<file path="src/rtl/pipe_ctrl_hazard_unit_if.sv">
// Bundle between the MIPS ID-stage decoder and the pipeline control/hazard unit:
// decoded ID fields in; staged control, forwarding selects and pipeline steering out.
interface pipe_ctrl_hazard_unit_if #(
  parameter int unsigned RA_W  = 5,
  parameter int unsigned CNT_W = 16
);
  logic            id_RegDst;
  logic            id_ALUSrc;
  logic            id_MemToReg;
  logic            id_RegWrite;
  logic            id_MemRead;
  logic            id_MemWrite;
  logic            id_Branch;
  logic [1:0]      id_ALUOp;
  logic [RA_W-1:0] id_rs;
  logic [RA_W-1:0] id_rt;
  logic [RA_W-1:0] id_rd;
  logic            ex_zero;

  logic            ex_RegDst;
  logic            ex_ALUSrc;
  logic [1:0]      ex_ALUOp;
  logic [RA_W-1:0] ex_rs;
  logic [RA_W-1:0] ex_rt;
  logic            mem_MemRead;
  logic            mem_MemWrite;
  logic            wb_MemToReg;
  logic            wb_RegWrite;
  logic [RA_W-1:0] wb_wreg;
  logic [1:0]      fwd_a;
  logic [1:0]      fwd_b;
  logic            pc_write;
  logic            ifid_write;
  logic            ifid_flush;
  logic            pc_src;
  logic [CNT_W-1:0] stall_cnt;
  logic [CNT_W-1:0] flush_cnt;

  modport master (
    output id_RegDst, id_ALUSrc, id_MemToReg, id_RegWrite, id_MemRead, id_MemWrite,
           id_Branch, id_ALUOp, id_rs, id_rt, id_rd, ex_zero,
    input  ex_RegDst, ex_ALUSrc, ex_ALUOp, ex_rs, ex_rt, mem_MemRead, mem_MemWrite,
           wb_MemToReg, wb_RegWrite, wb_wreg, fwd_a, fwd_b, pc_write, ifid_write,
           ifid_flush, pc_src, stall_cnt, flush_cnt
  );

  modport slave (
    input  id_RegDst, id_ALUSrc, id_MemToReg, id_RegWrite, id_MemRead, id_MemWrite,
           id_Branch, id_ALUOp, id_rs, id_rt, id_rd, ex_zero,
    output ex_RegDst, ex_ALUSrc, ex_ALUOp, ex_rs, ex_rt, mem_MemRead, mem_MemWrite,
           wb_MemToReg, wb_RegWrite, wb_wreg, fwd_a, fwd_b, pc_write, ifid_write,
           ifid_flush, pc_src, stall_cnt, flush_cnt
  );
endinterface

</file>
<file path="src/rtl/pipe_ctrl_hazard_unit.sv">
// Five-stage MIPS control pipeline: ID/EX, EX/MEM, MEM/WB control registers,
// load-use stall, taken-beq squash, EX operand forwarding and event counters.
module pipe_ctrl_hazard_unit #(
  parameter int unsigned RA_W  = 5,
  parameter int unsigned CNT_W = 16
) (
  input logic                   clk,
  input logic                   rst_n,
  pipe_ctrl_hazard_unit_if.slave bus
);
  localparam logic [CNT_W-1:0] CNT_MAX = '1;

  logic            ex_reg_dst, ex_alu_src, ex_mem_to_reg, ex_reg_write;
  logic            ex_mem_read, ex_mem_write, ex_branch;
  logic [1:0]      ex_alu_op;
  logic [RA_W-1:0] ex_rs, ex_rt, ex_rd;
  logic            mem_mem_to_reg, mem_reg_write, mem_mem_read, mem_mem_write;
  logic [RA_W-1:0] mem_wreg;
  logic            wb_mem_to_reg, wb_reg_write;
  logic [RA_W-1:0] wb_wreg;
  logic [CNT_W-1:0] stall_cnt, flush_cnt;

  logic            stall, taken, bubble;
  logic [RA_W-1:0] ex_wreg;
  logic [1:0]      fwd_a, fwd_b;

  // EX/MEM result wins over MEM/WB; $0 is never forwarded.
  function automatic logic [1:0] fwd_sel(input logic [RA_W-1:0] src);
    if (mem_reg_write && (mem_wreg != '0) && (mem_wreg == src)) return 2'b10;
    if (wb_reg_write  && (wb_wreg  != '0) && (wb_wreg  == src)) return 2'b01;
    return 2'b00;
  endfunction

  always_comb begin
    ex_wreg = ex_reg_dst ? ex_rd : ex_rt;
    stall   = ex_mem_read && (ex_rt != '0) &&
              ((ex_rt == bus.id_rs) || (ex_rt == bus.id_rt));
    taken   = ex_branch && bus.ex_zero;
    bubble  = stall || taken;
    fwd_a   = fwd_sel(ex_rs);
    fwd_b   = fwd_sel(ex_rt);
  end

  // ID/EX: control zeroed on a bubble, register fields always follow ID.
  always_ff @(posedge clk or negedge rst_n) begin
    if (!rst_n) begin
      ex_reg_dst    <= 1'b0;
      ex_alu_src    <= 1'b0;
      ex_mem_to_reg <= 1'b0;
      ex_reg_write  <= 1'b0;
      ex_mem_read   <= 1'b0;
      ex_mem_write  <= 1'b0;
      ex_branch     <= 1'b0;
      ex_alu_op     <= 2'b00;
      ex_rs         <= '0;
      ex_rt         <= '0;
      ex_rd         <= '0;
    end else begin
      ex_reg_dst    <= bubble ? 1'b0  : bus.id_RegDst;
      ex_alu_src    <= bubble ? 1'b0  : bus.id_ALUSrc;
      ex_mem_to_reg <= bubble ? 1'b0  : bus.id_MemToReg;
      ex_reg_write  <= bubble ? 1'b0  : bus.id_RegWrite;
      ex_mem_read   <= bubble ? 1'b0  : bus.id_MemRead;
      ex_mem_write  <= bubble ? 1'b0  : bus.id_MemWrite;
      ex_branch     <= bubble ? 1'b0  : bus.id_Branch;
      ex_alu_op     <= bubble ? 2'b00 : bus.id_ALUOp;
      ex_rs         <= bus.id_rs;
      ex_rt         <= bus.id_rt;
      ex_rd         <= bus.id_rd;
    end
  end

  // EX/MEM and MEM/WB advance every cycle.
  always_ff @(posedge clk or negedge rst_n) begin
    if (!rst_n) begin
      mem_mem_to_reg <= 1'b0;
      mem_reg_write  <= 1'b0;
      mem_mem_read   <= 1'b0;
      mem_mem_write  <= 1'b0;
      mem_wreg       <= '0;
      wb_mem_to_reg  <= 1'b0;
      wb_reg_write   <= 1'b0;
      wb_wreg        <= '0;
    end else begin
      mem_mem_to_reg <= ex_mem_to_reg;
      mem_reg_write  <= ex_reg_write;
      mem_mem_read   <= ex_mem_read;
      mem_mem_write  <= ex_mem_write;
      mem_wreg       <= ex_wreg;
      wb_mem_to_reg  <= mem_mem_to_reg;
      wb_reg_write   <= mem_reg_write;
      wb_wreg        <= mem_wreg;
    end
  end

  // Saturating event counters; a taken branch masks a coincident stall.
  always_ff @(posedge clk or negedge rst_n) begin
    if (!rst_n) begin
      stall_cnt <= '0;
      flush_cnt <= '0;
    end else begin
      if (stall && !taken && (stall_cnt != CNT_MAX)) stall_cnt <= stall_cnt + CNT_W'(1);
      if (taken && (flush_cnt != CNT_MAX))           flush_cnt <= flush_cnt + CNT_W'(1);
    end
  end

  assign bus.ex_RegDst    = ex_reg_dst;
  assign bus.ex_ALUSrc    = ex_alu_src;
  assign bus.ex_ALUOp     = ex_alu_op;
  assign bus.ex_rs        = ex_rs;
  assign bus.ex_rt        = ex_rt;
  assign bus.mem_MemRead  = mem_mem_read;
  assign bus.mem_MemWrite = mem_mem_write;
  assign bus.wb_MemToReg  = wb_mem_to_reg;
  assign bus.wb_RegWrite  = wb_reg_write;
  assign bus.wb_wreg      = wb_wreg;
  assign bus.fwd_a        = fwd_a;
  assign bus.fwd_b        = fwd_b;
  assign bus.pc_write     = !(stall && !taken);
  assign bus.ifid_write   = !(stall && !taken);
  assign bus.ifid_flush   = taken;
  assign bus.pc_src       = taken;
  assign bus.stall_cnt    = stall_cnt;
  assign bus.flush_cnt    = flush_cnt;
endmodule

</file>
<file path="src/flat_wrapper.sv">
// flat-port wrapper written by rule: the top's interface ports become plain ports
module pipe_ctrl_hazard_unit_flat 
#(
  parameter int unsigned RA_W  = 5,
  parameter int unsigned CNT_W = 16
)
  (clk, rst_n, bus_id_RegDst, bus_id_ALUSrc, bus_id_MemToReg, bus_id_RegWrite, bus_id_MemRead, bus_id_MemWrite, bus_id_Branch, bus_id_ALUOp, bus_id_rs, bus_id_rt, bus_id_rd, bus_ex_zero, bus_ex_RegDst, bus_ex_ALUSrc, bus_ex_ALUOp, bus_ex_rs, bus_ex_rt, bus_mem_MemRead, bus_mem_MemWrite, bus_wb_MemToReg, bus_wb_RegWrite, bus_wb_wreg, bus_fwd_a, bus_fwd_b, bus_pc_write, bus_ifid_write, bus_ifid_flush, bus_pc_src, bus_stall_cnt, bus_flush_cnt);
  pipe_ctrl_hazard_unit_if #(.RA_W(RA_W), .CNT_W(CNT_W)) bus_i ();
  input logic clk;
  input logic rst_n;
  input wire logic [$bits(bus_i.id_RegDst)-1:0] bus_id_RegDst;
  input wire logic [$bits(bus_i.id_ALUSrc)-1:0] bus_id_ALUSrc;
  input wire logic [$bits(bus_i.id_MemToReg)-1:0] bus_id_MemToReg;
  input wire logic [$bits(bus_i.id_RegWrite)-1:0] bus_id_RegWrite;
  input wire logic [$bits(bus_i.id_MemRead)-1:0] bus_id_MemRead;
  input wire logic [$bits(bus_i.id_MemWrite)-1:0] bus_id_MemWrite;
  input wire logic [$bits(bus_i.id_Branch)-1:0] bus_id_Branch;
  input wire logic [$bits(bus_i.id_ALUOp)-1:0] bus_id_ALUOp;
  input wire logic [$bits(bus_i.id_rs)-1:0] bus_id_rs;
  input wire logic [$bits(bus_i.id_rt)-1:0] bus_id_rt;
  input wire logic [$bits(bus_i.id_rd)-1:0] bus_id_rd;
  input wire logic [$bits(bus_i.ex_zero)-1:0] bus_ex_zero;
  output wire logic [$bits(bus_i.ex_RegDst)-1:0] bus_ex_RegDst;
  output wire logic [$bits(bus_i.ex_ALUSrc)-1:0] bus_ex_ALUSrc;
  output wire logic [$bits(bus_i.ex_ALUOp)-1:0] bus_ex_ALUOp;
  output wire logic [$bits(bus_i.ex_rs)-1:0] bus_ex_rs;
  output wire logic [$bits(bus_i.ex_rt)-1:0] bus_ex_rt;
  output wire logic [$bits(bus_i.mem_MemRead)-1:0] bus_mem_MemRead;
  output wire logic [$bits(bus_i.mem_MemWrite)-1:0] bus_mem_MemWrite;
  output wire logic [$bits(bus_i.wb_MemToReg)-1:0] bus_wb_MemToReg;
  output wire logic [$bits(bus_i.wb_RegWrite)-1:0] bus_wb_RegWrite;
  output wire logic [$bits(bus_i.wb_wreg)-1:0] bus_wb_wreg;
  output wire logic [$bits(bus_i.fwd_a)-1:0] bus_fwd_a;
  output wire logic [$bits(bus_i.fwd_b)-1:0] bus_fwd_b;
  output wire logic [$bits(bus_i.pc_write)-1:0] bus_pc_write;
  output wire logic [$bits(bus_i.ifid_write)-1:0] bus_ifid_write;
  output wire logic [$bits(bus_i.ifid_flush)-1:0] bus_ifid_flush;
  output wire logic [$bits(bus_i.pc_src)-1:0] bus_pc_src;
  output wire logic [$bits(bus_i.stall_cnt)-1:0] bus_stall_cnt;
  output wire logic [$bits(bus_i.flush_cnt)-1:0] bus_flush_cnt;
  assign bus_i.id_RegDst = bus_id_RegDst;
  assign bus_i.id_ALUSrc = bus_id_ALUSrc;
  assign bus_i.id_MemToReg = bus_id_MemToReg;
  assign bus_i.id_RegWrite = bus_id_RegWrite;
  assign bus_i.id_MemRead = bus_id_MemRead;
  assign bus_i.id_MemWrite = bus_id_MemWrite;
  assign bus_i.id_Branch = bus_id_Branch;
  assign bus_i.id_ALUOp = bus_id_ALUOp;
  assign bus_i.id_rs = bus_id_rs;
  assign bus_i.id_rt = bus_id_rt;
  assign bus_i.id_rd = bus_id_rd;
  assign bus_i.ex_zero = bus_ex_zero;
  assign bus_ex_RegDst = bus_i.ex_RegDst;
  assign bus_ex_ALUSrc = bus_i.ex_ALUSrc;
  assign bus_ex_ALUOp = bus_i.ex_ALUOp;
  assign bus_ex_rs = bus_i.ex_rs;
  assign bus_ex_rt = bus_i.ex_rt;
  assign bus_mem_MemRead = bus_i.mem_MemRead;
  assign bus_mem_MemWrite = bus_i.mem_MemWrite;
  assign bus_wb_MemToReg = bus_i.wb_MemToReg;
  assign bus_wb_RegWrite = bus_i.wb_RegWrite;
  assign bus_wb_wreg = bus_i.wb_wreg;
  assign bus_fwd_a = bus_i.fwd_a;
  assign bus_fwd_b = bus_i.fwd_b;
  assign bus_pc_write = bus_i.pc_write;
  assign bus_ifid_write = bus_i.ifid_write;
  assign bus_ifid_flush = bus_i.ifid_flush;
  assign bus_pc_src = bus_i.pc_src;
  assign bus_stall_cnt = bus_i.stall_cnt;
  assign bus_flush_cnt = bus_i.flush_cnt;
  pipe_ctrl_hazard_unit #(.RA_W(RA_W), .CNT_W(CNT_W)) u_core (.clk(clk), .rst_n(rst_n), .bus(bus_i));
endmodule
</file>
<file path="config.mk">
export PLATFORM = sky130hd
export DESIGN_NAME = pipe_ctrl_hazard_unit_flat
export DESIGN_NICKNAME = d
export VERILOG_FILES = /design/src/rtl/pipe_ctrl_hazard_unit_if.sv /design/src/rtl/pipe_ctrl_hazard_unit.sv /design/src/flat_wrapper.sv
export SDC_FILE = /design/constraint.sdc
export NUM_CORES = 1
export LEC_CHECK = 0
export CORE_MARGIN = 4
export CORE_UTILIZATION = 47
export DETAILED_ROUTE_END_ITERATION = 8
export HOLD_SLACK_MARGIN = 0.06
export PLACE_DENSITY_LB_ADDON = 0.2
export SLEW_MARGIN = 20
export SYNTH_ARGS = -nofsm -noshare
export SYNTH_HDL_FRONTEND = slang
export SYNTH_SLANG_ARGS = --single-unit
</file>
<file path="constraint.sdc">
create_clock -name clk -period 2.3 [get_ports clk]
set_input_delay 0.46 -clock clk [delete_from_list [all_inputs] [get_ports clk]]
set_output_delay 0.46 -clock clk [all_outputs]
set_load 0.01 [all_outputs]
</file>
-- Yosys cells after proc, flatten, opt, wreduce, memory -nomap -nowiden
Index checks and enable logic that the tools add are counted.
- logic and storage cells: 73
- input port bits: 27
- output and inout bits: 63
- flip-flop bits (word level): 72
- reduce and logical (&&, ||, !) cells: 19
- equality and inequality tests: 8
- $add $sub $neg: 2
- mux-type cells: 23
- operators with widths (cell ; number):
    $add A16 B1 Y16 const B ; 2
    $ne A16 B16 Y1 const B ; 2
    $eq A5 B5 Y1 ; 6
    $mux W2 ; 9
    $reduce_bool A5 Y1 ; 3
    $mux W1 ; 13
    $logic_and A1 B1 Y1 ; 12
    $mux W5 ; 1
    $logic_not A1 Y1 ; 2
    $logic_or A1 B1 Y1 ; 2

-- Depth between registers and ports, before layout
Gate-level depths: netlist of the first run.
- depth after elaboration: 7
- mapped depth: 8
- depth with buffers taken out: 7

-- Least setup slack after synthesis of the first run
Ideal clock, no wire load.
- path type: register -> output
- from: reg u_core.mem_wreg[0]
- to: out bus_fwd_a[0]
- setup slack: 148 ps
- data arrival time: 1692 ps
- cell stages (with the launch flop): 5
- data required time: 1840 ps
- path buffers: 0
- cell sequence: dfrtp_1 -> or4_1 -> o21ai_0 -> nor4_1 -> nor4_1
- cells in the longest elaborated chain, start to end: 5
- ends and longest elaborated chain (element ; RTL line ; source):
    start: declaration ; pipe_ctrl_hazard_unit.sv:18 ; logic [RA_W-1:0] mem_wreg;
    start signal: assignment ; pipe_ctrl_hazard_unit.sv:89 ; mem_wreg <= ex_wreg;
    $reduce_bool A5 Y1 ; pipe_ctrl_hazard_unit.sv:29 ; if (mem_reg_write && (mem_wreg != '0) && (mem_wreg == src)) return 2'b10;
    $logic_and A1 B1 Y1 ; pipe_ctrl_hazard_unit.sv:29 ;
    $logic_and A1 B1 Y1 * ; pipe_ctrl_hazard_unit.sv:29 ;
    $mux W1 * ; pipe_ctrl_hazard_unit.sv:29 ;
    $mux W2 * ; pipe_ctrl_hazard_unit.sv:30 ; if (wb_reg_write && (wb_wreg != '0) && (wb_wreg == src)) return 2'b01;
    end: declaration ; flat_wrapper.sv:33 ; output wire logic [$bits(bus_i.fwd_a)-1:0] bus_fwd_a;
Every way passes the cells marked *; elsewhere a longest branch is shown, timed or not.

-- Worst setup path in the final report of the first run
- from: reg u_core.ex_rt[2], in the netlist u_core.bus.ex_rt[2]
- to: out bus_fwd_b[0]
- cells in the longest elaborated chain, start to end: 6
- ends and longest elaborated chain (element ; RTL line ; source):
    start: declaration ; pipe_ctrl_hazard_unit.sv:16 ; logic [RA_W-1:0] ex_rs, ex_rt, ex_rd;
    start signal: assignment ; pipe_ctrl_hazard_unit.sv:68 ; ex_rt <= bus.id_rt;
    $eq A5 B5 Y1 ; pipe_ctrl_hazard_unit.sv:30 ;
    $logic_and A1 B1 Y1 ; pipe_ctrl_hazard_unit.sv:30 ;
    $mux W1 (2 in a row) ; pipe_ctrl_hazard_unit.sv:30 ;
    $mux W2 ; pipe_ctrl_hazard_unit.sv:31 ; return 2'b00;
    $mux W2 * ; pipe_ctrl_hazard_unit.sv:30 ;
    end: declaration ; flat_wrapper.sv:34 ; output wire logic [$bits(bus_i.fwd_b)-1:0] bus_fwd_b;
Every way passes the cells marked *; elsewhere a longest branch is shown, timed or not. The select of a mux whose other input is x is not followed.

==> impl_results.md, run 1 <==
- WP data required: 1.84 ns
- FP Rows: 29
- CTS tree: done
- Maximum vdd drop: approximately 0.49 mV
- Post-synth EDFFs: 0
- Total GRT Usage: a little under 20%
- Die area: around 7900 sq um
- Yosys Warn Count: 0
- Post-synth top area share: roughly 59%
- Synthesis-to-finish area growth: 51.5%
- Fin. Hold Viols: 0
- Crit end category: output pin
- Starting DRT DRC Count: between 80 and 90
- Biggest regs: u_core.bus.flush_cnt (16), u_core.bus.stall_cnt (16)
- Placed cell count: about 440
- DRC Markers: 0
- Avg Vias per Cell: 5.03
- Post-Syn Nets: approximately 270
- Slew Viols, Final: 0
- Area contributors post-synth: dfrtp_1 (59%), xnor2_1 (8.6%), xor2_1 (7.7%), mux2_2 (2.9%), nand3_1 (2.5%)
- Fin crit period: ~2.4 ns
- Non-filler cells in the finished layout: 460
- Reg2reg start: u_core.bus.ex_rt[4]$_DFF_PN0_
- CTS sink cnt: 72
- Status: finished with violations
- Mean Syn Cell Area: around 13 sq um
- Tcrit/Tclk final: 104%
- Final setup vio count: 5
- Clock skew: around 0.0065 ns
- Post-synth top cells: dfrtp_1 (72), xnor2_1 (30), xor2_1 (27), nand2_1 (15), nand3_1 (15)
- Total CTS buffers: 9
- CP Launch Type: flop
- Final WL: just over 7 mm
- P per Cell Area: ~680 nW/um^2
- Post-Place Setup Slack: -0.338 ns
- Sum Neg Setup Slack: -0.255 ns
- Routability cong.: roughly 0.83
- Die W: a little under 90 um
- Slowest cell delay on critical path: between 0.4 and 0.5 ns
- Core area: 6350 sq um
- CP bufs+invs: 2
- Leakage: between 2 and 2.5 nW
- Worst slew pin tran: roughly 0.5 ns
- GRT overflow: 0
- CTS Buffer Depth: 2
- Initial Util: approximately 48%
- Synthesis-stage register bit count: between 70 and 80
- Critical-path cell list: buf_6 > xor2_1 > or4_4 > nor4_4 > buf_2
- DR WL/cell: ~15 um
- Hold crit path type: primary input to asynchronous set/reset pin
- Highest Signal Layer: met4
- Crit path from: u_core.bus.ex_rt[2]$_DFF_PN0_
- Metal2 WL: 3.57 mm
- Nets: between 400 and 500
- Largest net degree at the start of global routing: 37
- Final setup margin: -0.103 ns
- CP top delay family: simple AND/OR/NAND/NOR gates
- Critical Path AT: about 1.9 ns
- Share of cells above drive strength 1: around 27%
- Total of max-cap violations: 0
- Die Ht: just under 90 um
- Yosys cell types: 30
- ANT cells: 0
- DP HPWL: approximately 5.2 mm
- Register area share after synthesis: 58.9%
- 1st-pass router iterations: 4
- # port buffers: 89
- ANT nets after route: 0
- Met3 WL post-DR: ~400 um
- RSZ-0062 raised after global routing: true
- Initial antenna violation count: 0
- Count leader, synth: dfrtp_1
- Vias: 2312
- Post-synth ARST share: 100%
- Cells after Synth: roughly 240
- Crit Path Class: flop to output pin
- Hold Worst Slack: around 0.082 ns
- Clk_lat worst skew: 0.33 ns
- Clk slew on worst S/H paths: 0.08 ns
- Leading area contributor after synthesis: dfrtp_1
- CP max FO: 3
- Wire length of the first global-routing pass: approximately 12 mm
- M1 WL: slightly above 3 mm
- Io pins: 90
- Failing checks: setup timing
- Vias in the first global route: between 2000 and 2500
- FMAX: about 420 MHz
- Synth Flop Type: dfrtp_1
- Root buffer cell: clkbuf_8
- Worst rel slew slack: between 60% and 70%
- # H-tree levels: 3
- Slowest CP cell: or4_4
- Cell Area, Synth: a little over 3000 sq um
- Power Total: about 3.1 mW
## layout by cell type (no fill, tap or decap), types with 3 or more instances in the layout
cell type,count
and2_1,9
and3_1,9
buf_2,5
buf_4,37
buf_6,6
clkbuf_8,9
clkdlybuf4s50_1,82
dfrtp_1,69
dfrtp_2,3
mux2_2,8
nand2_1,15
nand3_1,14
nand4_1,8
nand4_2,3
nor2_1,7
nor4_4,4
or4_4,4
xnor2_1,28
xor2_1,27
## worst register-to-register path, delay by kind of cell, from the launching register on
family                 cells  cell delay [ns]
buffers and inverters      4             0.61
AO/OA/AOI/OAI              1             0.10
AND/OR/NAND/NOR            2             0.43
flip-flops                 1             0.43
XOR/XNOR                   1             0.17
multiplexers               1             0.33
## what timing repair did
action                                  4_1_cts  5_1_grt
hold buffers                                  0        0
endpoints found under the setup margin        6        8
pin swaps                                     9        4
buffers inserted                              6        2
resized for setup                            43       12
## cell type report
cell class / count / area (sq um)
timing repair buffer: 133 / 1240
multi-input combinational: 160 / 1290
fill: 468 / 1720
sequential: 72 / 1810
inverter: 2 / 7.51
clock inverter: 7 / 72.6
clock buffer: 9 / 124
tap: 77 / 96.3
## where the power goes
part	total (mW)	internal (mW)	switching, mW
Clock	0.969	0.500	0.469
Combinational	0.651	0.383	0.268
Sequential	1.51	1.38	0.130
## kinds of logic after synthesis
kind of cell	after synthesis	synth area share, %
simple gates	86	17.1
flops	72	58.9
xor+xnor	57	16.3
buf+inv	10	2.29
mux	8	2.95
compound gates	7	1.55
fa+ha+maj	2	0.819
## metrics by stage
step / instance area [sq um] / util, %
6_report: 4630 / 72.9
5_1_grt: 4630 / 72.9
4_1_cts: 4560 / 71.9
3_5_place_dp: 4270 / 67.3
3_3_place_gp: 4270 / 67.3
2_1_floorplan: 3060 / -
## routing by layer
metal,global-route usage (%),vias to the layer above
met5,0,-
met4,6.18,0
met3,5.21,9
met2,32.7,67
met1,25.0,1127
li1,-,1109
## path summary, 6_finish.rpt
kind | end | slack [ns] | cells past startpoint
setup / recovery | bus_fwd_b[0] | -0.10 | 5
min in group clk | u_core.bus.wb_MemToReg$_DFF_PN0_ | 0.36 | 0
setup reg to reg | u_core.bus.stall_cnt[1]$_DFFE_PN0P_ | 0.11 | 9
hold / removal | u_core.bus.ex_RegDst$_DFF_PN0_ | 0.08 | 1
max in group asynchronous | u_core.bus.flush_cnt[6]$_DFFE_PN0P_ | 1.61 | 2
hold reg to reg | u_core.bus.wb_MemToReg$_DFF_PN0_ | 0.36 | 0
No activity file was read; power rests on OpenSTA's default activity.
==> run 2: changes to the inputs <==
--- a/config.mk
+++ b/config.mk
@@ -9,7 +9,7 @@
 export CORE_UTILIZATION = 47
 export DETAILED_ROUTE_END_ITERATION = 8
 export HOLD_SLACK_MARGIN = 0.06
-export PLACE_DENSITY_LB_ADDON = 0.2
+export PLACE_DENSITY = 0.76
 export SLEW_MARGIN = 20
 export SYNTH_ARGS = -nofsm -noshare
 export SYNTH_HDL_FRONTEND = slang
==> impl_results.md, run 2 (synthesis results as in run 1) <==
- ANT cells: 0 (unchanged)
- CP Launch Type: flop
- Biggest regs: u_core.bus.flush_cnt (16), u_core.bus.stall_cnt (16)
- RSZ-0062 raised after global routing: true
- CTS tree: done
- Hold crit path type: primary input to asynchronous set/reset pin
- GRT overflow: 0 (unchanged)
- Synthesis-to-finish area growth: 47.1%
- Fin. Hold Viols: 0 (unchanged)
- Nets: 398 (-2.2%)
- Final setup margin: -0.109 ns (-0.00581 ns)
- Crit Path Class: flop to output pin
- ANT nets after route: 0 (unchanged)
- Clk_lat worst skew: 0.34 ns (about the same)
- Failing checks: setup timing
- DP HPWL: 4.90 mm (-5.9%)
- Worst rel slew slack: 57.7% (-9.2 points)
- Fin crit period: 2.41 ns (+0.00581 ns)
- Critical-path cell list: xor2_1 > or4_1 > nor4_2 > buf_2
- CP max FO: 4 (+1)
- DRC Markers: 0 (unchanged)
- Vias: 2189 (-5.3%)
- Flop-to-flop setup slack: 0.19 ns (+0.08 ns)
- Root buffer cell: clkbuf_8
- Clk slew on worst S/H paths: 0.07 ns (about the same)
- Share of cells above drive strength 1: 22.5% (-4.4 points)
- CTS sink cnt: 72 (unchanged)
- CTS Buffer Depth: 2 (unchanged)
- Non-filler cells in the finished layout: 451 (-2.0%)
- Largest net degree at the start of global routing: 47 (+27%)
- Most frequent cells in the layout: clkdlybuf4s50_1 (82), dfrtp_1 (70), buf_4 (32), xnor2_1 (30), xor2_1 (27)
- FP Rows: 29 (unchanged)
- Initial antenna violation count: 0 (unchanged)
- Maximum vdd drop: 0.586 mV (+20%)
- Critical Path AT: 1.95 ns (about the same)
- DP Area: 4210 sq um (-1.3%)
- # H-tree levels: 3 (unchanged)
- Io pins: 90 (unchanged)
- Die Ht: 88.6 um (unchanged)
- Die area: 7860 sq um (unchanged)
- Leakage: 1.95 nW (-2.8%)
- Vias in the first global route: 2278 (-5.8%)
- Avg Vias per Cell: 4.85 (-3.4%)
- WP data required: 1.84 ns (about the same)
- Sum Neg Setup Slack: -0.147 ns (+0.108 ns)
- R2r endpoint: u_core.bus.stall_cnt[1]$_DFFE_PN0P_
- # fillers: 465 (-0.64%)
- FMAX: 415 MHz (-0.24%)
- Routability cong.: 0.820 (-0.91%)
- Total CTS buffers: 9 (unchanged)
- Slew Viols, Final: 0 (unchanged)
- Die W: 88.6 um (unchanged)
- Commonest non-fill, non-tap cell in the layout: clkdlybuf4s50_1
- Tcrit/Tclk final: 105% (+0.25 points)
- Total of max-cap violations: 0 (unchanged)
- # hold bufs at CTS: 0 (unchanged)
- Crit end category: output pin
- Slowest cell delay on critical path: 0.56 ns (+0.07 ns)
- 1st-pass router iterations: 4 (unchanged)
- Initial Util: 48.1% (unchanged)
- Status: finished with violations
- Final WL: 6.62 mm (-7.1%)
- Clock skew: 0.00465 ns (-0.00183 ns)
- Starting DRT DRC Count: 53 (-35%)
- R2R depth: 8 (-1)
- Final setup vio count: 2 (-3)
- P per Cell Area: 691 nW/um^2 (+2.2%)
- Final Cell Area: 4500 sq um (-2.9%)
- Reg2reg start: u_core.bus.ex_rt[2]$_DFF_PN0_
- DR WL/cell: 14.7 um (-5.3%)
- Placed cell count: 430 (-1.4%)
- Post-Place Setup Slack: -0.345 ns (-0.00677 ns)
- Slowest CP cell: or4_1
- # port buffers: 89 (unchanged)
- Core area: 6350 sq um (unchanged)
- Wire length of the first global-routing pass: 10.9 mm (-7.0%)
- Worst slew pin tran: 0.635 ns (+0.139 ns)
- Total GRT Usage: 18.3% (-1.4 points)
==> run 2: cell types whose count changed in the layout (fill, tap and decap cells not counted), moves of 2 or more <==
cell and change:
clkinv_4 -2, nor4_4 -2, clkinvlp_4 -2, or4_1 +2, buf_6 -3, xnor2_1 +2
clkbuf_1 +2, or4_4 -2, buf_4 -5, clkbuf_8 +2, xnor2_2 -2
==> run 2: how the worst max path moves through the flow <==
stage / slack (ns) / cells after the start / to / startpoint
final: -0.11 / 4 / bus_fwd_b[0] / u_core.bus.wb_wreg[1]$_DFF_PN0_
after global routing: -0.14 / 4 / bus_fwd_b[0] / u_core.bus.wb_wreg[1]$_DFF_PN0_
after CTS: -0.11 / 4 / bus_fwd_b[0] / u_core.bus.wb_wreg[1]$_DFF_PN0_
after detailed placement: -0.34 / 7 / bus_pc_write / bus_id_rt[3]
after global placement: -0.31 / 7 / bus_ifid_write / bus_id_rt[1]
after floorplan: 0.15 / 4 / bus_fwd_a[0] / u_core.mem_wreg[0]$_DFF_PN0_
==> run 2: critical path, delay by kind of cell, from the launching register on <==
kind	cells	cell delay, ns
xor+xnor	1	0.17
buf+inv	1	0.17
flops	1	0.43
simple gates	2	0.85
==> run 2: what timing repair did <==
item	4_1_cts	5_1_grt
gates cloned	0	0
gates resized for setup	38	5
buffers inserted	1	4
pin swaps	11	3
setup endpoints to repair	6	6
==> run 2: where the power goes <==
group	switching, mW	leakage [nW]	internal, mW	total (mW)
clock network	0.443	0.103	0.558	1.00
registers	0.123	0.908	1.38	1.50
logic	0.246	0.937	0.357	0.603
==> run 2: final cells by class <==
class	instances	area (sq um)	area share, %
Sequential cell	72	1800	40.1
Timing Repair Buffer	124	1140	25.5
Inverter	2	7.51	0.167
Clock buffer	13	159	3.53
Tap cell	77	96.3	2.14
Multi-Input combinational cell	160	1240	27.7
Clock inverter	3	40.0	0.890
==> run 2: stage by stage <==
step           util [%]  hold WS (ns)  power, mW
2_1_floorplan         -         0.164       1.75
3_3_place_gp       66.4         0.333       2.10
3_5_place_dp       66.4         0.335       2.11
4_1_cts            70.1         0.148       3.14
5_1_grt            70.8         0.181       3.27
6_report           70.8         0.138       3.11
==> run 2: metal layers <==
layer	track usage (%)	wire [um]	share of wire [%]	vias up
met5	0	0	0	-
met4	7.42	97	1.5	0
met3	4.84	345	5.2	10
met2	29.5	3240	49	55
met1	23.4	2930	44	1037
li1	-	-	-	1087
==> run 3: changes to the inputs <==
--- a/config.mk
+++ b/config.mk
@@ -5,8 +5,9 @@
 export SDC_FILE = /design/constraint.sdc
 export NUM_CORES = 1
 export LEC_CHECK = 0
+export ABC_AREA = 1
 export CORE_MARGIN = 4
-export CORE_UTILIZATION = 47
+export CORE_UTILIZATION = 49
 export DETAILED_ROUTE_END_ITERATION = 8
 export HOLD_SLACK_MARGIN = 0.06
 export PLACE_DENSITY = 0.76
==> impl_results.md, run 3 <==
- Die area: 8530 sq um (+8.5%)
- Non-filler cells in the finished layout: 595 (+32%)
- Initial Util: 50.7% (+2.6 points)
- Post-Place Setup Slack: -0.189 ns (+0.156 ns)
- CTS tree: done
- Final WL: 7.99 mm (+21%)
- Critical Path AT: 1.73 ns (-0.22 ns)
- R2R depth: 12 (+4)
- ANT nets after route: 0 (unchanged)
- Fin crit period: 2.19 ns (-0.216 ns)
- Slowest cell delay on critical path: 0.46 ns (-0.10 ns)
- WP data required: 1.84 ns (about the same)
- Share of total power in sequential cells: 46.8% (-1.6 points)
- Core area: 6870 sq um (+8.2%)
- Area contributors post-synth: dfrtp_1 (52%), nand2_1 (11%), xor2_1 (7.3%), nor2_1 (4.8%), xnor2_1 (4.8%)
- Status: finished, final reports clean
- Yosys Warn Count: 0 (unchanged)
- ANT cells: 0 (unchanged)
- Psw: 1.01 mW (+24%)
- Post-synth EDFFs: 0 (unchanged)
- Most frequent cells in the layout: nand2_1 (104), clkdlybuf4s50_1 (82), dfrtp_1 (69), nor2_1 (44)
- Critical-path cell list: xor2_1 > nor4_2 > nor2_1 > dlygate4sd2_1
- Post-Syn Nets: 420 (+55%)
- Vias: 2871 (+31%)
- GRT overflow: 0 (unchanged)
- Commonest non-fill, non-tap cell in the layout: nand2_1
- Starting DRT DRC Count: 85 (+60%)
- # port buffers: 89 (unchanged)
- Power Internal: 2.34 mW (+1.8%)
- CTS Buffer Depth: 2 (unchanged)
- Sum Neg Setup Slack: 0 ns (+0.147 ns)
- Tcrit/Tclk final: 95.3% (-9.4 points)
- Die Ht: 92.3 um (+4.2%)
- Cell Area, Synth: 3490 sq um (+14%)
- Fin. Hold Viols: 0 (unchanged)
- CTS sink cnt: 72 (unchanged)
- Routability cong.: 0.857 (+4.5%)
- Hold crit path type: primary input to asynchronous set/reset pin
- DP HPWL: 5.85 mm (+19%)
- Final setup vio count: 0 (-2)
- Total of max-cap violations: 0 (unchanged)
- Worst slew pin tran: 0.407 ns (-0.228 ns)
- Share of cells above drive strength 1: 14.2% (-8.2 points)
- Clock skew: 0.00877 ns (+0.00412 ns)
- Clk slew on worst S/H paths: 0.08 ns (about the same)
- Die W: 92.3 um (+4.2%)
- Leading area contributor after synthesis: dfrtp_1
- Post-synth ARST share: 100% (unchanged)
- Placed cell count: 574 (+33%)
- P per Cell Area: 704 nW/um^2 (+2.0%)
- Comb power frac: 21.9% (+2.5 points)
- Synth Flop Type: dfrtp_1
- Slowest CP cell: dfrtp_1
- Largest net degree at the start of global routing: 73 (+55%)
- CP max FO: 5 (+1)
- Total CTS buffers: 9 (unchanged)
- Post-synth top area share: 51.7% (-7.3 points)
- Worst rel slew slack: 72.8% (+15 points)
- Yosys cell types: 29 (-3.3%)
- CP Launch Type: flop
- DR WL/cell: 13.4 um (-8.4%)
- Clk_lat worst skew: 0.34 ns (about the same)
- Clock Power Share: 31.2% (-1.0 points)
- Power Total: 3.34 mW (+7.6%)
- Initial antenna violation count: 0 (unchanged)
- Crit end category: output pin
- Cells after Synth: 391 (+62%)
- Final setup margin: 0.107 ns (+0.216 ns)
- Biggest regs: u_core.bus.flush_cnt (16), u_core.bus.stall_cnt (16)
- 1st-pass router iterations: 5 (+1)
- FP Rows: 30 (+3.4%)
- Post-synth top cells: nand2_1 (104), dfrtp_1 (72), nor2_1 (45), inv_1 (29), xor2_1 (29)
- Root buffer cell: clkbuf_8
- Vias in the first global route: 2908 (+28%)
- Leakage: 2.19 nW (+12%)
- Slew Viols, Final: 0 (unchanged)
- Nets: 523 (+31%)
- Sw Ratio: 30.1% (+4.0 points)
- # hold bufs at CTS: 0 (unchanged)
- # H-tree levels: 3 (unchanged)
- Mean Syn Cell Area: 8.92 sq um (-29%)
- Crit Path Class: flop to output pin
- Avg Vias per Cell: 4.83 (-0.59%)
- Maximum vdd drop: 0.382 mV (-35%)
- DRC Markers: 0 (unchanged)
- Register area share after synthesis: 51.7% (-7.3 points)
- Count leader, synth: nand2_1
- RSZ-0062 raised after global routing: false
- Total GRT Usage: 20.0% (+1.8 points)
- FMAX: 456 MHz (+9.8%)
- # fillers: 572 (+23%)
- Flop-to-flop setup slack: 0.48 ns (+0.29 ns)
- Synthesis-to-finish area growth: 36.2%
- Wire length of the first global-routing pass: 13.6 mm (+25%)
- Synthesis-stage register bit count: 72 (unchanged)
- Io pins: 90 (unchanged)
run 3: cell count changes after synthesis, sizes merged, moves of 5 or more:
cell   delta
and2      -9
and3      -9
inv      +39
mux2      -7
nand2   +102
nor2     +38
nor3      +9
o21ai     +9
or4       -5
xnor2    -11
run 3: kinds of logic (layout without fill, tap and decap cells):
family	Yosys count	count (layout)	share of synthesized area, %
AOI/OAI and AO/OA	14	14	2.01
adders and majority gates	2	2	0.718
buffers and inverters	49	157	6.17
xor gates and xnor gates	48	48	12.1
DFF	72	72	51.7
muxes	1	1	0.323
and+or+nand+nor	205	205	27.0
run 3: cell type report:
cell class,count,area [sq um],area share (%)
multi-input cells,270,1490,31.4
inverters,41,154,3.24
clock inverters,6,75.1,1.58
flip-flops and latches,72,1810,38.0
clock buffers,10,138,2.90
well taps,96,120,2.53
repair buffers,100,966,20.3
run 3: repair_timing:
item,4_1_cts,5_1_grt
pin swaps,2,0
setup endpoints to repair,6,2
cloned,0,0
setup buffers,5,0
gates resized for setup,15,2
run 3: power by group through the flow:
stage	clock [mW]	combinational (mW)	sequential, mW
2_1_floorplan	0	0.292	1.61
3_3_place_gp	0	0.699	1.58
3_5_place_dp	0	0.720	1.59
4_1_cts	1.08	0.742	1.57
5_1_grt	1.14	0.807	1.59
6_report	1.04	0.734	1.57
run 3: critical path: cells and delay by family, from the launching register on:
kind          cells  cell delay, ns
simple gates      2            0.45
flops             1            0.46
buf+inv           1            0.29
xor+xnor          1            0.20
run 3: layer usage:
| metal | up-vias | routed length (um) | track usage (%) |
|---|---|---|---|
| li1 | 1416 | - | - |
| met1 | 1356 | 3510 | 24.9 |
| met2 | 88 | 3970 | 34.4 |
| met3 | 11 | 387 | 3.74 |
| met4 | 0 | 122 | 7.92 |
| met5 | - | 0 | 0 |
run 3: worst paths after layout:
| path | from | to |
|---|---|---|
| max | u_core.bus.ex_rt[2]$_DFF_PN0_ | bus_fwd_b[0] |
| min | rst_n | u_core.ex_mem_write$_DFF_PN0_ |
| max reg2reg | u_core.bus.ex_rt[3]$_DFF_PN0_ | u_core.bus.stall_cnt[2]$_DFFE_PN0P_ |
| min reg2reg | u_core.ex_mem_write$_DFF_PN0_ | u_core.bus.mem_MemWrite$_DFF_PN0_ |
| max in group asynchronous | rst_n | u_core.bus.ex_rt[1]$_DFF_PN0_ |
| min in group clk | u_core.ex_mem_write$_DFF_PN0_ | u_core.bus.mem_MemWrite$_DFF_PN0_ |
run 3: per-stage QoR:
| stage | utilization, % | instance area (sq um) | hold WS [ns] |
|---|---|---|---|
| after floorplan | - | 3490 | 0.164 |
| after global placement | 65.3 | 4490 | 0.334 |
| after detailed placement | 65.3 | 4490 | 0.336 |
| after CTS | 69.3 | 4760 | 0.136 |
| after global routing | 69.1 | 4750 | 0.147 |
| final | 69.1 | 4750 | 0.128 |
